==> src/rtl/wb_dest_hazard_tracker.sv <==
// wb_dest_hazard_tracker
//   Tracks the destination registers of the instructions in EX, MEM and WB.
//   It compares them against the rs/rt sources of the instruction in ID and
//   drives the ID stall plus the per-operand forwarding selects.
//   fwd encoding: 00 regfile, 01 EX, 10 MEM, 11 WB.
//   Optional feature macro: HAZARD_FWD_EN
//     defined   -> full forwarding; stall only on load-use against EX.
//     undefined -> no forwarding network; stall on any EX/MEM match.
//                  The write-first regfile covers WB.
//   stall/fwd are combinational from the slot registers and the ID sources.
//   This gives zero-latency answers to the decode stage.
module wb_dest_hazard_tracker #(
  parameter int REG_AW = 5,
  parameter int CNT_W  = 16
) (
  input  logic              clk_i,
  input  logic              reset_n_i,
  input  logic              issue_valid_i,
  input  logic              issue_wr_en_i,
  input  logic              issue_load_i,
  input  logic [REG_AW-1:0] issue_dst_i,
  input  logic [REG_AW-1:0] id_rs_i,
  input  logic [REG_AW-1:0] id_rt_i,
  input  logic              flush_i,
  output logic              stall_o,
  output logic [1:0]        fwd_a_o,
  output logic [1:0]        fwd_b_o,
  output logic [CNT_W-1:0]  stall_cnt_o
);

  // A slot is live only when valid and not targeting the hard-wired zero
  // register. That also guarantees a zero source address never matches.
  function automatic logic src_hit(input logic              vld,
                                   input logic [REG_AW-1:0] dst,
                                   input logic [REG_AW-1:0] src);
    return vld && (dst != '0) && (dst == src);
  endfunction

  // Youngest matching stage wins.
  function automatic logic [1:0] fwd_sel(input logic hit_ex,
                                         input logic hit_mem,
                                         input logic hit_wb);
    logic [1:0] sel;
    if (hit_ex) begin
      sel = 2'b01;
    end else if (hit_mem) begin
      sel = 2'b10;
    end else if (hit_wb) begin
      sel = 2'b11;
    end else begin
      sel = 2'b00;
    end
    return sel;
  endfunction

  // Stage slots. The load flag only matters while the producer sits in EX.
  // MEM and WB therefore carry just valid + destination.
  logic              ex_vld_q,  ex_vld_d;
  logic              ex_load_q, ex_load_d;
  logic [REG_AW-1:0] ex_dst_q,  ex_dst_d;
  logic              mem_vld_q;
  logic [REG_AW-1:0] mem_dst_q;
  logic              wb_vld_q;
  logic [REG_AW-1:0] wb_dst_q;
  logic [CNT_W-1:0]  stall_cnt_q, stall_cnt_d;

  logic       stall_s;
  logic [1:0] fwd_a_s;
  logic [1:0] fwd_b_s;
  logic       issue_ok_s;
  logic       rs_ex_s, rt_ex_s, rs_mem_s, rt_mem_s;

  assign rs_ex_s  = src_hit(ex_vld_q,  ex_dst_q,  id_rs_i);
  assign rt_ex_s  = src_hit(ex_vld_q,  ex_dst_q,  id_rt_i);
  assign rs_mem_s = src_hit(mem_vld_q, mem_dst_q, id_rs_i);
  assign rt_mem_s = src_hit(mem_vld_q, mem_dst_q, id_rt_i);

`ifdef HAZARD_FWD_EN
  logic rs_wb_s, rt_wb_s;
  assign rs_wb_s = src_hit(wb_vld_q, wb_dst_q, id_rs_i);
  assign rt_wb_s = src_hit(wb_vld_q, wb_dst_q, id_rt_i);

  // Forwarding covers every ALU result; only a load still in EX must wait a cycle.
  always_comb begin
    stall_s = ex_load_q && (rs_ex_s || rt_ex_s);
    fwd_a_s = fwd_sel(rs_ex_s, rs_mem_s, rs_wb_s);
    fwd_b_s = fwd_sel(rt_ex_s, rt_mem_s, rt_wb_s);
  end
`else
  // Without forwarding, any producer still in EX or MEM blocks ID.
  always_comb begin
    stall_s = rs_ex_s || rt_ex_s || rs_mem_s || rt_mem_s;
    fwd_a_s = 2'b00;
    fwd_b_s = 2'b00;
  end

  // The WB slot and the load flag are only consulted by the forwarding network.
  logic unused_s;
  assign unused_s = ^{ex_load_q, wb_vld_q, wb_dst_q};
`endif

  // Next EX contents: the issuing instruction, or a bubble on stall/flush/no issue.
  always_comb begin
    issue_ok_s = issue_valid_i && !stall_s && !flush_i;
    if (issue_ok_s) begin
      ex_vld_d  = issue_wr_en_i;
      ex_load_d = issue_load_i;
      ex_dst_d  = issue_dst_i;
    end else begin
      ex_vld_d  = 1'b0;
      ex_load_d = 1'b0;
      ex_dst_d  = '0;
    end
  end

  // Saturating count of stall cycles; a flushed cycle is not counted.
  always_comb begin
    if (stall_s && !flush_i && (stall_cnt_q != '1)) begin
      stall_cnt_d = stall_cnt_q + CNT_W'(1);
    end else begin
      stall_cnt_d = stall_cnt_q;
    end
  end

  // Advance the slot pipeline and the counter; reset forgets everything in flight.
  always_ff @(posedge clk_i or negedge reset_n_i) begin
    if (!reset_n_i) begin
      ex_vld_q    <= 1'b0;
      ex_load_q   <= 1'b0;
      ex_dst_q    <= '0;
      mem_vld_q   <= 1'b0;
      mem_dst_q   <= '0;
      wb_vld_q    <= 1'b0;
      wb_dst_q    <= '0;
      stall_cnt_q <= '0;
    end else begin
      wb_vld_q    <= mem_vld_q;
      wb_dst_q    <= mem_dst_q;
      mem_vld_q   <= ex_vld_q;
      mem_dst_q   <= ex_dst_q;
      ex_vld_q    <= ex_vld_d;
      ex_load_q   <= ex_load_d;
      ex_dst_q    <= ex_dst_d;
      stall_cnt_q <= stall_cnt_d;
    end
  end

  assign stall_o     = stall_s;
  assign fwd_a_o     = fwd_a_s;
  assign fwd_b_o     = fwd_b_s;
  assign stall_cnt_o = stall_cnt_q;

endmodule

==> config.mk <==
export PLATFORM = sky130hd
export DESIGN_NAME = wb_dest_hazard_tracker
export DESIGN_NICKNAME = d
export VERILOG_FILES = /design/src/rtl/wb_dest_hazard_tracker.sv
export SDC_FILE = /design/constraint.sdc
export NUM_CORES = 1
export LEC_CHECK = 0
export CORE_MARGIN = 2
export CORE_UTILIZATION = 30
export CTS_BUF_LIST = sky130_fd_sc_hd__clkbuf_16
export DETAILED_ROUTE_END_ITERATION = 10
export PLACE_DENSITY = 0.57
export SLEW_MARGIN = 15
export SYNTH_ARGS = -nofsm -noshare
export SYNTH_HDL_FRONTEND = slang
export SYNTH_SLANG_ARGS = --single-unit
export TNS_END_PERCENT = 100
==> constraint.sdc <==
create_clock -name clk_i -period 4 [get_ports clk_i]
set_clock_uncertainty 0.1 [all_clocks]
set_input_delay 0.4 -clock clk_i [delete_from_list [all_inputs] [get_ports clk_i]]
set_output_delay 0.4 -clock clk_i [all_outputs]
set_load 0.05 [all_outputs]
# Yosys cells after proc, flatten, opt, wreduce, memory -nomap -nowiden
# Index checks and enable logic that the tools add are counted.
# totals
ff_bits	28
input_bits	21
out_inout_bits	21
word_cells	30
# classes
addsub	1
n_eq_ne	5
mux	2
n_reduce_logical	17
# op_table
cell	count
$eq A5 B5 Y1	4
$add A16 B1 Y16 const B	1
$ne A16 B16 Y1 const B	1
$logic_and A1 B1 Y1	10
$reduce_bool A5 Y1	2
$mux W5	1
$logic_or A1 B1 Y1	3
$logic_not A1 Y1	2
$mux W1	1

# Longest topological paths before layout
# Gate-level depths: netlist of run 1.
# logic_depth
ltp_word	10
ltp_mapped	8
depth_no_buf	7

# Worst setup path before layout of run 1
# OpenSTA, ideal clock, no wires.
# synth_path
path_type	register to register
start	reg ex_dst_q[2]
end	reg stall_cnt_q[14], in the netlist stall_cnt_o[14]
setup_ns	0.142
arrival_time_ns	2.202
required_time_ns	3.758
path_slack_ns	1.556
path_stages_with_launch	7
path_buffers	0
synth_period_minus_slack_ns	2.444
cell_sequence	dfrtp_1 -> xor2_1 -> nor3_1 -> a22oi_1 -> o22ai_1 -> nand4_1 -> xnor2_1
# synth_between
elab_chain_cells	8
word_cells_on_any_way	11
classes_between	eq/ne (2); reduce/logical (9)
# synth_lines
element	line	source
start, declared	60	logic [REG_AW-1:0] ex_dst_q, ex_dst_d;
start signal, assigned	143	ex_dst_q <= ex_dst_d;
$reduce_bool A5 Y1	36	return vld && (dst != '0) && (dst == src);
$logic_and A1 B1 Y1 (2 in series)	36	
$logic_or A1 B1 Y1 * (3 in series)	92	stall_s = rs_ex_s || rt_ex_s || rs_mem_s || rt_mem_s;
via stall_o	25	output logic stall_o,
$logic_and A1 B1 Y1 * (2 in series)	118	if (stall_s && !flush_i && (stall_cnt_q != '1)) begin
end signal, assigned	144	stall_cnt_q <= stall_cnt_d;
end, declared	65	logic [CNT_W-1:0] stall_cnt_q, stall_cnt_d;
# The timed path passes the listed nets; every way through them passes the cells marked *.
# A chain may end at the register's enable or synchronous reset.

# Worst setup path in the final report of run 1
# layout_path
start	in id_rs_i[3]
end	out stall_o
# layout_between
elab_chain_cells	5
word_cells_on_any_way	7
classes_between	eq/ne (2); reduce/logical (5)
# layout_lines
element	line	source
start, declared	22	input logic [REG_AW-1:0] id_rs_i,
$eq A5 B5 Y1	36	
$logic_and A1 B1 Y1	36	
$logic_or A1 B1 Y1	92	
$logic_or A1 B1 Y1 * (2 in series)	92	
end, declared	25	
# Mark *: on every way between the ends. The rest lies on a longest branch, timed or not.

==> flow_summary.ini, run 1 <==
[synth]
yosysTopAreaCellShare = 0.482
ys.flop_type = dfrtp_1
syn_avg_cell_area_um2 = 11.5
seq_area_frac_synth = 0.482
ys_warn_count = 0
yosys.area.top_type = dfrtp_1
ys_ff_latch = 28
yosysMostFrequentCell = dfrtp_1
synth-edff-count = 0
synth_area_leaders = dfrtp_1, xor2_1, xnor2_1, nand4_1, and2_1
netlist_instances = 127
synth_common_cells = dfrtp_1, xor2_1, xnor2_1
syn-cell-area_um2 = 1460
synth_cell_types = 28
ys_async_sr_fraction = 1.00

[grt]
antenna_found_initial = 0
grt_usage = 0.115
grt_pass1_wl_um = 4930
grt_overflow = 0
grt_max_degree = 29
grt_pass1_vias = 1099

[final_layout]
layout-drive-gt1-share = 0.102
final_nets = 189
area_growth_pct = 35.1
diodes = 0

[clock_network]
clkTransAtPathRegs_ps = 60
cts_hold_buffers = 0
h-tree-depth = 1
tritoncts = built
postCtsSetupBuffers = 0
clock-sinks = 28
clock_latency_ps = 260
cts_inserted_buffers = 3
post_cts_resized = 0
cts-root-buf = clkbuf_16
cts_max_path_buffers = 2

[detailed_routing]
ant_nets = 0
drt-vias-per-instance = 4.72
drc_errors = 0
avgRoutedWirePerCell_um = 13.5
wirelength_um = 2980
drt_iter0_markers = 28
drt_pre_antenna_iters = 4
vias = 1039

[timing]
hold_viol = 0
maxSlewViolCount = 0
setup_viol_count_final = 0
clock.fmax_mhz = 309
finalCritPeriodShare = 0.810
rsz0062_at_grt = false
worst_pin_slew_ps = 525
setup_tns_ps = 0
holdWs_ps = 284
slew_headroom = 0.650
layout_min_cycle_time_ps = 3240

[floorplan]
placementRows = 25
core_region_area_um2 = 4690
dieArea_um2 = 5420
die_h_um = 73.6
io_pins = 42
start_util = 0.310
dieWidth_um = 73.6

[worst_hold_path]
min_path_type = reg2reg

[setup_path]
critical_path_peak_fanout = 4
start_kind = input port
worstSetupEndpointType = output port
crit_required_ps = 3500
worstPathArrival_ps = 2740
worstSetupPathType = in2out

[placed_design]
place_congestion = 0.867
place_hpwl_um = 2290
io_buffers = 36

[power]
max-vdd-ir-drop_mv = 0.221
p_leak_uw = 0.000863
power.density_nw_per_um2 = 346

[outcome]
status = complete, no violations

[job]
drv_cap = 0
metal layers:
layer,part of all wire,vias to the layer above,routed length (um),GRT usage
li1,-,509,-,-
met1,0.45,494,1330,0.153
met2,0.48,30,1420,0.191
met3,0.056,6,166,0.0165
met4,0.021,0,63,0.0404
met5,0,-,0,0
where the power goes:
part / switching [uW] / internal [uW] / total (uW) / leakage, uW
clock: 88.7 / 199 / 288 / 0.0000511
sequential: 10.8 / 292 / 303 / 0.000384
combinational: 49.9 / 39.2 / 89.0 / 0.000428
per-stage QoR:
stage          setup slack [ps]  cell area [um^2]  std cells  total power [uW]   util
2_1_floorplan              1560              1470        130               357      -
3_3_place_gp                846              1860        216               395  0.397
3_5_place_dp                783              1860        216               397  0.397
4_1_cts                     775              1970        220               688  0.419
5_1_grt                     647              1970        220               702  0.419
6_report                    761              1970        220               679  0.419
final cells by class:
cell class / instances / area, um^2
repair buffers: 37 / 368
multi-input cells: 97 / 724
well taps: 54 / 67.6
flip-flops and latches: 28 / 701
clock buffers: 3 / 75.1
clock inverters: 1 / 30.0
fillers: 450 / 2730
path summary, 6_finish.rpt:
| kind | slack, ps | cells after the start | to | from |
|---|---|---|---|---|
| min | 280 | 0 | mem_vld_q$_DFF_PN0_ | ex_vld_q$_DFF_PN0_ |
| min reg2reg | 280 | 0 | mem_vld_q$_DFF_PN0_ | ex_vld_q$_DFF_PN0_ |
| max reg2reg | 1720 | 6 | stall_cnt_o[1]$_DFFE_PN0P_ | stall_cnt_o[0]$_DFFE_PN0P_ |
| max | 760 | 6 | stall_o | id_rs_i[3] |
| min in group asynchronous | 410 | 2 | stall_cnt_o[8]$_DFFE_PN0P_ | reset_n_i |
| max in group asynchronous | 3130 | 2 | mem_vld_q$_DFF_PN0_ | reset_n_i |
cell usage in the layout (no fill, tap or decap), drive strengths merged:
cell type / Yosys / routed
a22oi: 2 / 2
nand2: 7 / 7
conb: 1 / 4
nor3b: 1 / 1
xnor2: 14 / 14
ha: 1 / 1
clkdlybuf4s50: 0 / 36
nor3: 5 / 5
nor2: 7 / 7
bufinv: 0 / 1
nor4: 1 / 1
mux2: 1 / 1
or3: 2 / 2
xor2: 21 / 21
dfrtp: 28 / 28
o21ai: 2 / 2
nand4: 9 / 9
nand3: 5 / 5
buf: 5 / 1
or4: 2 / 2
and2: 6 / 6
and3: 4 / 4
and4b: 1 / 1
clkbuf: 0 / 3
o22ai: 2 / 2
critical path, stage by stage:
cell and delay (ps):
clkdlybuf4s50_1 450, xor2_1 160, nor3_1 290, a22oi_1 190, o22ai_1 370, clkdlybuf4s50_1 880
logic make-up (layout without fill, tap and decap cells):
kind of cell,after synthesis,in the layout,share of synthesized area
AND/OR/NAND/NOR,50,50,0.225
other,1,4,0.00258
buffers and inverters,5,41,0.0284
multiplexers,1,1,0.00774
AO/OA/AOI/OAI,6,6,0.0353
flip-flops,28,28,0.482
adder cells (fa/ha/maj),1,1,0.00860
XOR/XNOR,35,35,0.211
registers in the layout, summed over array words and instances (netlist names):
register and cells:
ex_dst_q 5, stall_cnt_o 16, ex_vld_q 1, mem_vld_q 1
mem_dst_q 5
Power figures use the tool's default switching activity.
==> run 2, diff against run 1 <==
--- a/config.mk
+++ b/config.mk
@@ -9,7 +9,7 @@
 export CORE_UTILIZATION = 30
 export CTS_BUF_LIST = sky130_fd_sc_hd__clkbuf_16
 export DETAILED_ROUTE_END_ITERATION = 10
-export PLACE_DENSITY = 0.57
+export PLACE_DENSITY = 0.59
 export SLEW_MARGIN = 15
 export SYNTH_ARGS = -nofsm -noshare
 export SYNTH_HDL_FRONTEND = slang
==> constraint.sdc (replaced) <==
create_clock -name clk_i -period 2.6 [get_ports clk_i]
set_clock_uncertainty 0.1 [all_clocks]
set_input_delay 0.26 -clock clk_i [delete_from_list [all_inputs] [get_ports clk_i]]
set_output_delay 0.26 -clock clk_i [all_outputs]
set_load 0.05 [all_outputs]
==> flow_summary.ini, run 2 (synthesis gave the netlist of run 1 again) <==
[power]
combPwrFrac = 0.148
power.switching_uw = 223
max-vdd-ir-drop_mv = 0.287
power.internal_uw = 713
p_leak_uw = 0.000854
clkPwrFrac = 0.356
power.density_nw_per_um2 = 481
power.share.switching = 0.238
seqPwrFrac = 0.496

[timing]
holdWs_ps = 276
rsz0062_at_grt = false
setup_viol_count_final = 0
setup_tns_ps = 0
hold_viol = 0
worst_pin_slew_ps = 538
clock.fmax_mhz = 424
finalCritPeriodShare = 0.907
maxSlewViolCount = 0
layout_min_cycle_time_ps = 2360
slew_headroom = 0.641

[clock_network]
h-tree-depth = 1
cts_max_path_buffers = 2
post_cts_resized = 0
tritoncts = built
clock-sinks = 28
cts_inserted_buffers = 3
cts-root-buf = clkbuf_16
clock_latency_ps = 260
postCtsSetupBuffers = 0
cts_hold_buffers = 0
clkTransAtPathRegs_ps = 70

[final_layout]
area_growth_pct = 33.7
fillers = 449
diodes = 0
layout_common_cells = clkdlybuf4s50_1, dfrtp_1, xor2_1, xnor2_1
largest_register_ffs = 16
final_util = 0.415
final_nets = 189
layout-drive-gt1-share = 0.103
instances_no_fill = 219
final_common_cell = clkdlybuf4s50_1
final_area_um2 = 1950

[placed_design]
place_hpwl_um = 2320
placed_cells = 216
place_area_um2 = 1870
place_congestion = 0.871
io_buffers = 36

[grt]
grt_usage = 0.121
grt_pass1_wl_um = 5130
antenna_found_initial = 0
grt_pass1_vias = 1123
grt_overflow = 0
grt_max_degree = 29

[detailed_routing]
drt-vias-per-instance = 4.79
avgRoutedWirePerCell_um = 14.0
drt_pre_antenna_iters = 4
wirelength_um = 3060
drt_iter0_markers = 27
vias = 1049
drc_errors = 0
ant_nets = 0

[floorplan]
placementRows = 25
dieArea_um2 = 5420
core_region_area_um2 = 4690
dieWidth_um = 73.6
io_pins = 42
die_h_um = 73.6
start_util = 0.310

[setup_path]
path_cells = clkdlybuf4s50_1 -> xor2_1 -> nor3_1 -> a22oi_1 -> o22ai_1 -> buf_12
slowest_delay_ps = 490
worstSetupPathType = in2out
worstSetupEndpointType = output port
start_kind = input port
worst_path_max_delay_cell = o22ai_1
critical_path_peak_fanout = 4
crit_required_ps = 2240
worstPathArrival_ps = 2000

[worst_hold_path]
min_path_type = in2async

[job]
drv_cap = 0

[outcome]
status = complete, no violations
-- run 2: worst paths after layout --
| path | startpoint | to | slack (ps) | cells past startpoint |
|---|---|---|---|---|
| worst max-delay path | id_rs_i[1] | stall_o | 240 | 6 |
| worst min-delay path | reset_n_i | stall_cnt_o[7]$_DFFE_PN0P_ | 280 | 2 |
| worst max register to register | stall_cnt_o[0]$_DFFE_PN0P_ | stall_cnt_o[1]$_DFFE_PN0P_ | 340 | 6 |
| worst min register to register | ex_vld_q$_DFF_PN0_ | mem_vld_q$_DFF_PN0_ | 280 | 0 |
| max in group asynchronous | reset_n_i | mem_dst_q[2]$_DFF_PN0_ | 1850 | 2 |
| min in group clk_i | ex_vld_q$_DFF_PN0_ | mem_vld_q$_DFF_PN0_ | 280 | 0 |
-- run 2: power by group through the flow --
stage / combinational [uW] / sequential [uW] / clock [uW]
floorplan: 57.1 / 491 / 0
global placement: 136 / 473 / 0
detailed placement: 139 / 473 / 0
CTS: 140 / 465 / 344
global route: 150 / 468 / 360
finish: 138 / 465 / 333
-- run 2: cell type report --
class	count	area [um^2]	area share
clock buffers	3	75.1	0.0386
multi-input cells	97	724	0.372
well taps	54	67.6	0.0347
repair buffers	37	378	0.194
flip-flops and latches	28	701	0.360
-- run 2: metrics by stage --
stage               power [uW]  worst slack [ps]
global route               977               131
finish                     936               241
CTS                        950               213
global placement           609               251
floorplan                  549               156
detailed placement         613               179
-- run 2: critical path: cells and delay by family --
kind / cells / cell delay [ps]
xor gates and xnor gates: 1 / 180
buffers and inverters: 2 / 670
and+or+nand+nor: 1 / 220
AOI/OAI and AO/OA: 2 / 670
-- run 2: metal layers --
layer  routed length [um]  track usage
met1                 1400        0.164
met5                    0            0
met2                 1440        0.201
met4                   55       0.0384
met3                  166       0.0151
